==> src/rtl/bcd_display_scanner.sv <==
// Time-multiplexes NUM_DIGITS captured BCD digits onto one 7-segment display, one slot per PRESCALE cycles.
// Outputs are registered one cycle behind the scan; new digits take effect only at a frame wrap or while disabled.
module bcd_display_scanner #(
    parameter int NUM_DIGITS    = 4,
    parameter int PRESCALE      = 4,
    parameter bit ACTIVE_LOW    = 1'b1,
    parameter bit BLANK_LEADING = 1'b1
) (
    input  logic                    clock,
    input  logic                    reset,
    input  logic                    enable,
    input  logic                    load,
    input  logic [4*NUM_DIGITS-1:0] digits_in,
    output logic [6:0]              seg,
    output logic [NUM_DIGITS-1:0]   an,
    output logic                    frame_done,
    output logic                    invalid
);
    localparam int PW = (PRESCALE > 1) ? $clog2(PRESCALE) : 1;
    localparam int IW = $clog2(NUM_DIGITS);
    localparam logic [PW-1:0]         PRESC_LAST = PW'(PRESCALE - 1);
    localparam logic [IW-1:0]         IDX_LAST   = IW'(NUM_DIGITS - 1);
    localparam logic [6:0]            SEG_OFF    = {7{ACTIVE_LOW}};
    localparam logic [NUM_DIGITS-1:0] AN_OFF     = {NUM_DIGITS{ACTIVE_LOW}};

    logic [4*NUM_DIGITS-1:0] pending_q, pending_d;
    logic [4*NUM_DIGITS-1:0] shadow_q, shadow_d;
    logic [PW-1:0]           presc_q, presc_d;
    logic [IW-1:0]           idx_q, idx_d;
    logic [6:0]              seg_q, seg_d;
    logic [NUM_DIGITS-1:0]   an_q, an_d;
    logic                    frame_done_q, frame_done_d;
    logic                    invalid_q, invalid_d;

    logic       tick, wrap;
    logic [3:0] cur_digit;
    logic       upper_nz, blank;
    logic [6:0] seg_act;

    function automatic logic [6:0] decode(input logic [3:0] d);
        case (d)
            4'd0:    decode = 7'h3F;
            4'd1:    decode = 7'h06;
            4'd2:    decode = 7'h5B;
            4'd3:    decode = 7'h4F;
            4'd4:    decode = 7'h66;
            4'd5:    decode = 7'h6D;
            4'd6:    decode = 7'h7D;
            4'd7:    decode = 7'h07;
            4'd8:    decode = 7'h7F;
            4'd9:    decode = 7'h6F;
            default: decode = 7'h40;
        endcase
    endfunction

    always_comb begin
        tick = enable && (presc_q == PRESC_LAST);
        wrap = tick && (idx_q == IDX_LAST);

        presc_d = presc_q;
        if (enable)
            presc_d = tick ? '0 : presc_q + 1'b1;

        idx_d = idx_q;
        if (tick)
            idx_d = wrap ? '0 : idx_q + 1'b1;

        pending_d = load ? digits_in : pending_q;
        // Shadow samples the value pending before this edge, so a load coinciding with a wrap waits a frame.
        shadow_d  = (wrap || !enable) ? pending_q : shadow_q;
        frame_done_d = wrap;
    end

    always_comb begin
        invalid_d = 1'b0;
        for (int k = 0; k < NUM_DIGITS; k++)
            if (shadow_d[4*k +: 4] > 4'd9)
                invalid_d = 1'b1;
    end

    always_comb begin
        cur_digit = 4'd0;
        upper_nz  = 1'b0;
        for (int k = 0; k < NUM_DIGITS; k++) begin
            if (IW'(k) == idx_q)
                cur_digit = shadow_q[4*k +: 4];
            if (IW'(k) >= idx_q && shadow_q[4*k +: 4] != 4'd0)
                upper_nz = 1'b1;
        end
        // A slot is a leading zero when it and every more significant digit are zero.
        blank   = BLANK_LEADING && (idx_q != '0) && !upper_nz;
        seg_act = blank ? 7'h00 : decode(cur_digit);
        seg_d   = enable ? (seg_act ^ SEG_OFF) : SEG_OFF;
        an_d    = enable ? ((NUM_DIGITS'(1) << idx_q) ^ AN_OFF) : AN_OFF;
    end

    always_ff @(posedge clock or posedge reset) begin
        if (reset) begin
            pending_q    <= '0;
            shadow_q     <= '0;
            presc_q      <= '0;
            idx_q        <= '0;
            seg_q        <= SEG_OFF;
            an_q         <= AN_OFF;
            frame_done_q <= 1'b0;
            invalid_q    <= 1'b0;
        end else begin
            pending_q    <= pending_d;
            shadow_q     <= shadow_d;
            presc_q      <= presc_d;
            idx_q        <= idx_d;
            seg_q        <= seg_d;
            an_q         <= an_d;
            frame_done_q <= frame_done_d;
            invalid_q    <= invalid_d;
        end
    end

    assign seg        = seg_q;
    assign an         = an_q;
    assign frame_done = frame_done_q;
    assign invalid    = invalid_q;
endmodule
==> config.mk <==
export PLATFORM = sky130hd
export DESIGN_NAME = bcd_display_scanner
export DESIGN_NICKNAME = d
export VERILOG_FILES = /design/src/rtl/bcd_display_scanner.sv
export SDC_FILE = /design/constraint.sdc
export NUM_CORES = 1
export LEC_CHECK = 0
export CAP_MARGIN = 10
export CORE_ASPECT_RATIO = 1.1
export CORE_UTILIZATION = 53
export CTS_CLUSTER_DIAMETER = 60
export CTS_CLUSTER_SIZE = 30
export DETAILED_ROUTE_END_ITERATION = 8
export PLACE_DENSITY = 0.81
export SYNTH_ARGS = -nofsm -noshare
export SYNTH_HDL_FRONTEND = slang
export SYNTH_SLANG_ARGS = --single-unit
export TNS_END_PERCENT = 10
==> constraint.sdc <==
create_clock -name clock -period 2.4 [get_ports clock]
set_input_delay 0.36 -clock clock [delete_from_list [all_inputs] [get_ports clock]]
set_output_delay 0.36 -clock clock [all_outputs]
set_load 0.02 [all_outputs]
-- After elaboration in Yosys (flattened, before gate mapping)
Memory sizes are Yosys's and may differ from the RTL's.
Cells that the tools add are included.
W data, S select, Z words.
- logic and storage cells: 61
- bits in read-only memories: 112
- input bits: 20
- output and inout bits: 13
- memories kept: 1
- register bits: 49
- memories (name ; words ; bits a word ; rd ports ; clocked after memory_dff ; write ports ; line ; RTL):
    (no name shown) ; 16 ; 7 ; 1 ; 0 ; 0 ; 41 ; case (d)
- add/subtract/negate cells: 2
- bitwise operators: 2
- magnitude comparators: 8
- eq/ne operators: 5
- reduce and logical (&&, ||, !) cells: 16
- mux-type cells: 18
- shift operators: 1
- operators by type and width (operator ; number):
    $mux W4 ; 5
    $gt A4 B4 Y1 const B ; 4
    $mux W16 ; 1
    $reduce_bool A4 Y1 ; 4
    $mux W7 ; 2
    $mux W1 ; 8
    $logic_and A1 B1 Y1 ; 7
    $not A7 Y7 ; 1
    $add A2 B1 Y2 const B ; 2
    $eq A2 B2 Y1 const A ; 2
    $eq A2 B2 Y1 const B ; 2
    $ge A1 B2 Y1 const A ; 2
    $ge A2 B2 Y1 const A ; 2
    $mux W2 ; 2
    $not A4 Y4 ; 1
    $shl A1 B2 Y4 const A ; 1
    $eq A1 B2 Y1 const A ; 1
    $logic_not A1 Y1 ; 2
    $logic_not A2 Y1 ; 1
    $reduce_bool A2 Y1 ; 1
    $logic_or A1 B1 Y1 ; 1

-- Logic depth before layout (Yosys ltp)
- word-level depth: 11
- mapped depth: 10
- depth with buffers taken out: 9

-- Worst setup path after synthesis
OpenSTA, ideal clock, no wires.
- path kind: register to register
- from: register idx_q[1]
- to: register seg_q[4], in the netlist seg[4]
- path buffers: 1
- stages on the path, launching flop included: 9
- clock period less this slack: 1951 ps
- data required time: 2318 ps
- arrival time: 1869 ps
- setup time: 82 ps
- slack: 449 ps
- cells stage by stage: dfrtp_1 inv_1 ha_1 buf_2 o211ai_1 o221ai_1 ha_1 mux2_2 a22oi_1
- word-level cells in the longest chain between the ends: 11
- elaborated cells on any way between the ends: 27
- classes of those cells: order compare (4); eq/ne (3); mux (10); bitwise (1); reduce/logical (8); memory (1)
- RTL lines (element ; line ; RTL):
    start, declared ; 29 ; logic [IW-1:0] idx_q, idx_d;
    start signal, assigned ; 111 ; idx_q <= idx_d;
    parallel branches: the longest is 8 deep, another holds $mem_v2 Z16 W7 ; n/a ;
    $mux W7 (*) ; 92 ; seg_act = blank ? 7'h00 : decode(cur_digit);
    $not A7 Y7 (no line) (*) ; n/a ;
    $mux W7 (*) ; 93 ; seg_d = enable ? (seg_act ^ SEG_OFF) : SEG_OFF;
    net seg_d[4] ; 30 ; logic [6:0] seg_q, seg_d;
    end signal, assigned ; 112 ; seg_q <= seg_d;
    end, declared ; 30 ;
Mark *: on every way through the listed nets, which the timed path passes.
A chain may end at the register's enable or synchronous reset.

-- Worst setup path after layout
- from: register idx_q[0]
- to: register seg_q[3], in the netlist seg[3]
The elaborated chain is that of the path after synthesis.

==> summary.md <==
| Metric | Value |
|---|---|
| Status | completed |
| Layout fillers | 301 |
| Met2 Use GR | 37.5% |
| Clock slew at reported path FFs | 80 ps |
| Detail Route Antenna Nets | 0 |
| Yosys warnings | 0 |
| Clock Path Buffers | 2 |
| Hold crit path type | in -> async |
| CTS buffer count | 5 |
| Share of cells above drive strength 1 | ~31% |
| DRC errors left | 0 |
| Gpl congestion | around 0.94 |
| Die area | 4510 um2 |
| Buffers plus inverters on the worst setup path | 2 |
| Yosys reg bits | 49 |
| Minimum clock period | 2140 ps |
| Synth top area share | between 40 and 50% |
| Drt pass-1 iters | 4 |
| Core Region | around 4000 um2 |
| Layout area overhead | 23.7% |
| Crit start category | flip-flop |
| I/O pin count | 33 |
| GR Util met3 | 4.25% |
| Prevailing post-synth register cell | dfrtp_1 |
| Dpl cells | between 200 and 300 |
| R2r endpoint | seg[3] |
| Ant diodes | 0 |
| GR Layer Usage met1 | 22.6% |
| R2r startpoint | idx_q[0] |
| Drt total wl | around 4100 um |
| Via count | 1501 |
| Async set-reset flop share out of synthesis | 100% |
| Top delay family on crit path | compound AO/OA/AOI/OAI gates |
| Net Count, Synth | 207 |
| Initial antenna violation count | 0 |
| Slew @ Worst Pin | 692 ps |
| Synthesized area | about 2300 um2 |
| Seq/Total Area, Yosys | 55.1% |
| Overflow after GRT | 0 |
| Worst R2R Setup Slack | 260 ps |
| Largest stage delay, worst path | 470 ps |
| Starting DRT DRC Count | 67 |
| CTS tree | built |
| Slew Limit Fails | 0 |
| Die X | 64.1 um |
| Tcrit/Tclk final | between 80% and 90% |
| Vias in the first global route | 1569 |
| Final setup vio count | 0 |
| Setup TNS | 0 ps |
| Final Skew | 4.40 ps |
| Avg Vias per Cell | 5.62 |
| RSZ-0062 raised after global routing | false |
| Most frequent cells after synthesis | 38 x dfrtp_1, 36 x mux2_2, 12 x nand2_1, 12 x o21ai_0 |
| Pre-CTS setup slack | about 170 ps |
| Post-CTS Setup Inserts | 0 |
| Worst slew margin | 53.7% |
| Fin nets | approximately 250 |
| VDD IR-drop max | 538 uV |
| GR peak layer | met2 |
| Crit-path max FO | 6 |
| Power per Cell Area | 1190 nW/um2 |
| Global Route Usage Sum | a little over a fifth |
| Most frequent cell after synthesis | dfrtp_1 |
| CP Class | reg -> reg |
| WP data required | 2630 ps |
| Syn avg cell area | ~13 um2 |
| Largest net degree at the start of global routing | 50 |
| EDFF count, synth | 0 |
| Maxcap violations | 0 |
| Initial core utilization | 55.9% |
| Crit path to | seg[3] |
| Maximum clock rate | approximately 470 MHz |
| Crit path max-delay cell type | o211ai_1 |
| Worst skew pair latency | around 310 ps |
| R2R cell count | 7 |
| Die H | around 70 um |
| Cell variety after synth | 35 |
| Biggest area consumer among synthesized cells | dfrtp_1 |
| DR WL/cell | 15.4 um |
| Critical Path Sink Type | flip-flop |
| CP startpoint | idx_q[0] |
| Htree depth | 2 |
| Crit-path cells | ha_1 -> inv_1 -> o211ai_1 -> inv_1 -> ha_1 -> mux2i_1 -> a22oi_1 |
| Clock root buffer | clkbuf_8 |
| Clock Sinks | 49 |
| Worst setup margin | 256 ps |
| Fin. Hold Viols | 0 |
| Critical path arrival | 2380 ps |
| HPWL after DPL | a little over 3000 um |
| First-pass GRT wire length | 7100 um |
| Area contributors post-synth | dfrtp_1 42%, mux2_2 18%, dfstp_2 13%, ha_1 6.1%, o21ai_0 2.7% |
| IO Port Bufs | 32 |
| Worst path depth | 7 |
| Row cnt | 24 |
| Hold WS | 493 ps |
| Leak | about 1.2 nW |
| Non-filler cells, final | 267 |
| Mapped Cells | ~180 |
## layer usage
layer  up-vias  share of wire, %
met5         -                 0
met4         0               3.7
met3        15               4.4
met2        52                54
met1       733                38
li1        701                 -
## cell type report
type                    instances  area (um2)  area share (%)
clock buffers                   5        68.8            2.47
clock inverters                 3        65.1            2.34
inverters                       7        26.3           0.943
multi-input cells             115         970            34.8
flip-flops and latches         49        1240            44.5
well taps                      52        65.1            2.34
repair buffers                 36         350            12.6
## report_power, final
part,internal (mW),switching (mW),leakage [nW]
sequential,1.07,0.124,0.563
clock,0.413,0.271,0.0681
combinational,0.672,0.752,0.532
## metrics by stage
step / cell area [um2] / utilization (%) / total power [mW]
floorplan: 2250 / - / 2.19
finish: 2790 / 69.2 / 3.31
detailed placement: 2650 / 65.7 / 2.62
global route: 2790 / 69.2 / 3.51
global placement: 2650 / 65.7 / 2.54
CTS: 2780 / 69.1 / 3.30
## worst min-delay path: stages
cell             delay, ps
clkdlybuf4s50_1        400
clkinv_1                40
buf_4                  470
## cell usage in the layout, fill, tap and decap left out, types with 2 or more instances in the layout
| cell | n |
|---|---|
| dfrtp_1 | 38 |
| mux2_2 | 36 |
| clkdlybuf4s50_1 | 32 |
| nand2_1 | 12 |
| o21ai_0 | 12 |
| ha_1 | 11 |
| dfstp_2 | 11 |
| nor2_1 | 6 |
| inv_1 | 5 |
| clkbuf_8 | 5 |
| nand3b_1 | 4 |
| o211ai_1 | 4 |
| buf_4 | 4 |
| nor3_1 | 3 |
| a21oi_1 | 3 |
| nor4_1 | 2 |
| a2bb2oi_1 | 2 |
| a22oi_1 | 2 |
| mux2i_1 | 2 |
| a21o_1 | 2 |
| bufinv_16 | 2 |
## flip-flops by register name (all words and copies together) (netlist names)
| name | cells |
|---|---|
| idx_q | 2 |
| presc_q | 2 |
| pending_q | 16 |
| frame_done | 1 |
| seg | 7 |
| shadow_q | 16 |
| an | 4 |
| invalid | 1 |
## kinds of logic (layout without fill, tap and decap cells)
family	count (synthesis)	count (layout)	share of synthesized area (%)
mux	38	38	18.9
buf+inv	12	51	2.11
compound gates	32	32	10.1
flops	49	49	55.1
fa+ha+maj	11	11	6.11
simple gates	34	34	7.67
## what timing repair did
item / 4_1_cts / 5_1_grt
resized for setup: 0 / 1
hold endpoints to repair: 0 / 0
hold buffers: 0 / 0
setup endpoints to repair: 0 / 2
## how the worst min path moves through the flow
stage                              from             to  slack, ps
after floorplan           pending_q[12]   shadow_q[12]        480
after global placement    pending_q[12]   shadow_q[12]        500
after detailed placement   pending_q[0]    shadow_q[0]        510
after CTS                         reset   pending_q[2]        510
after global routing      pending_q[12]  pending_q[12]        540
final                             reset       idx_q[1]        490
(Power assumes the default switching activity.)
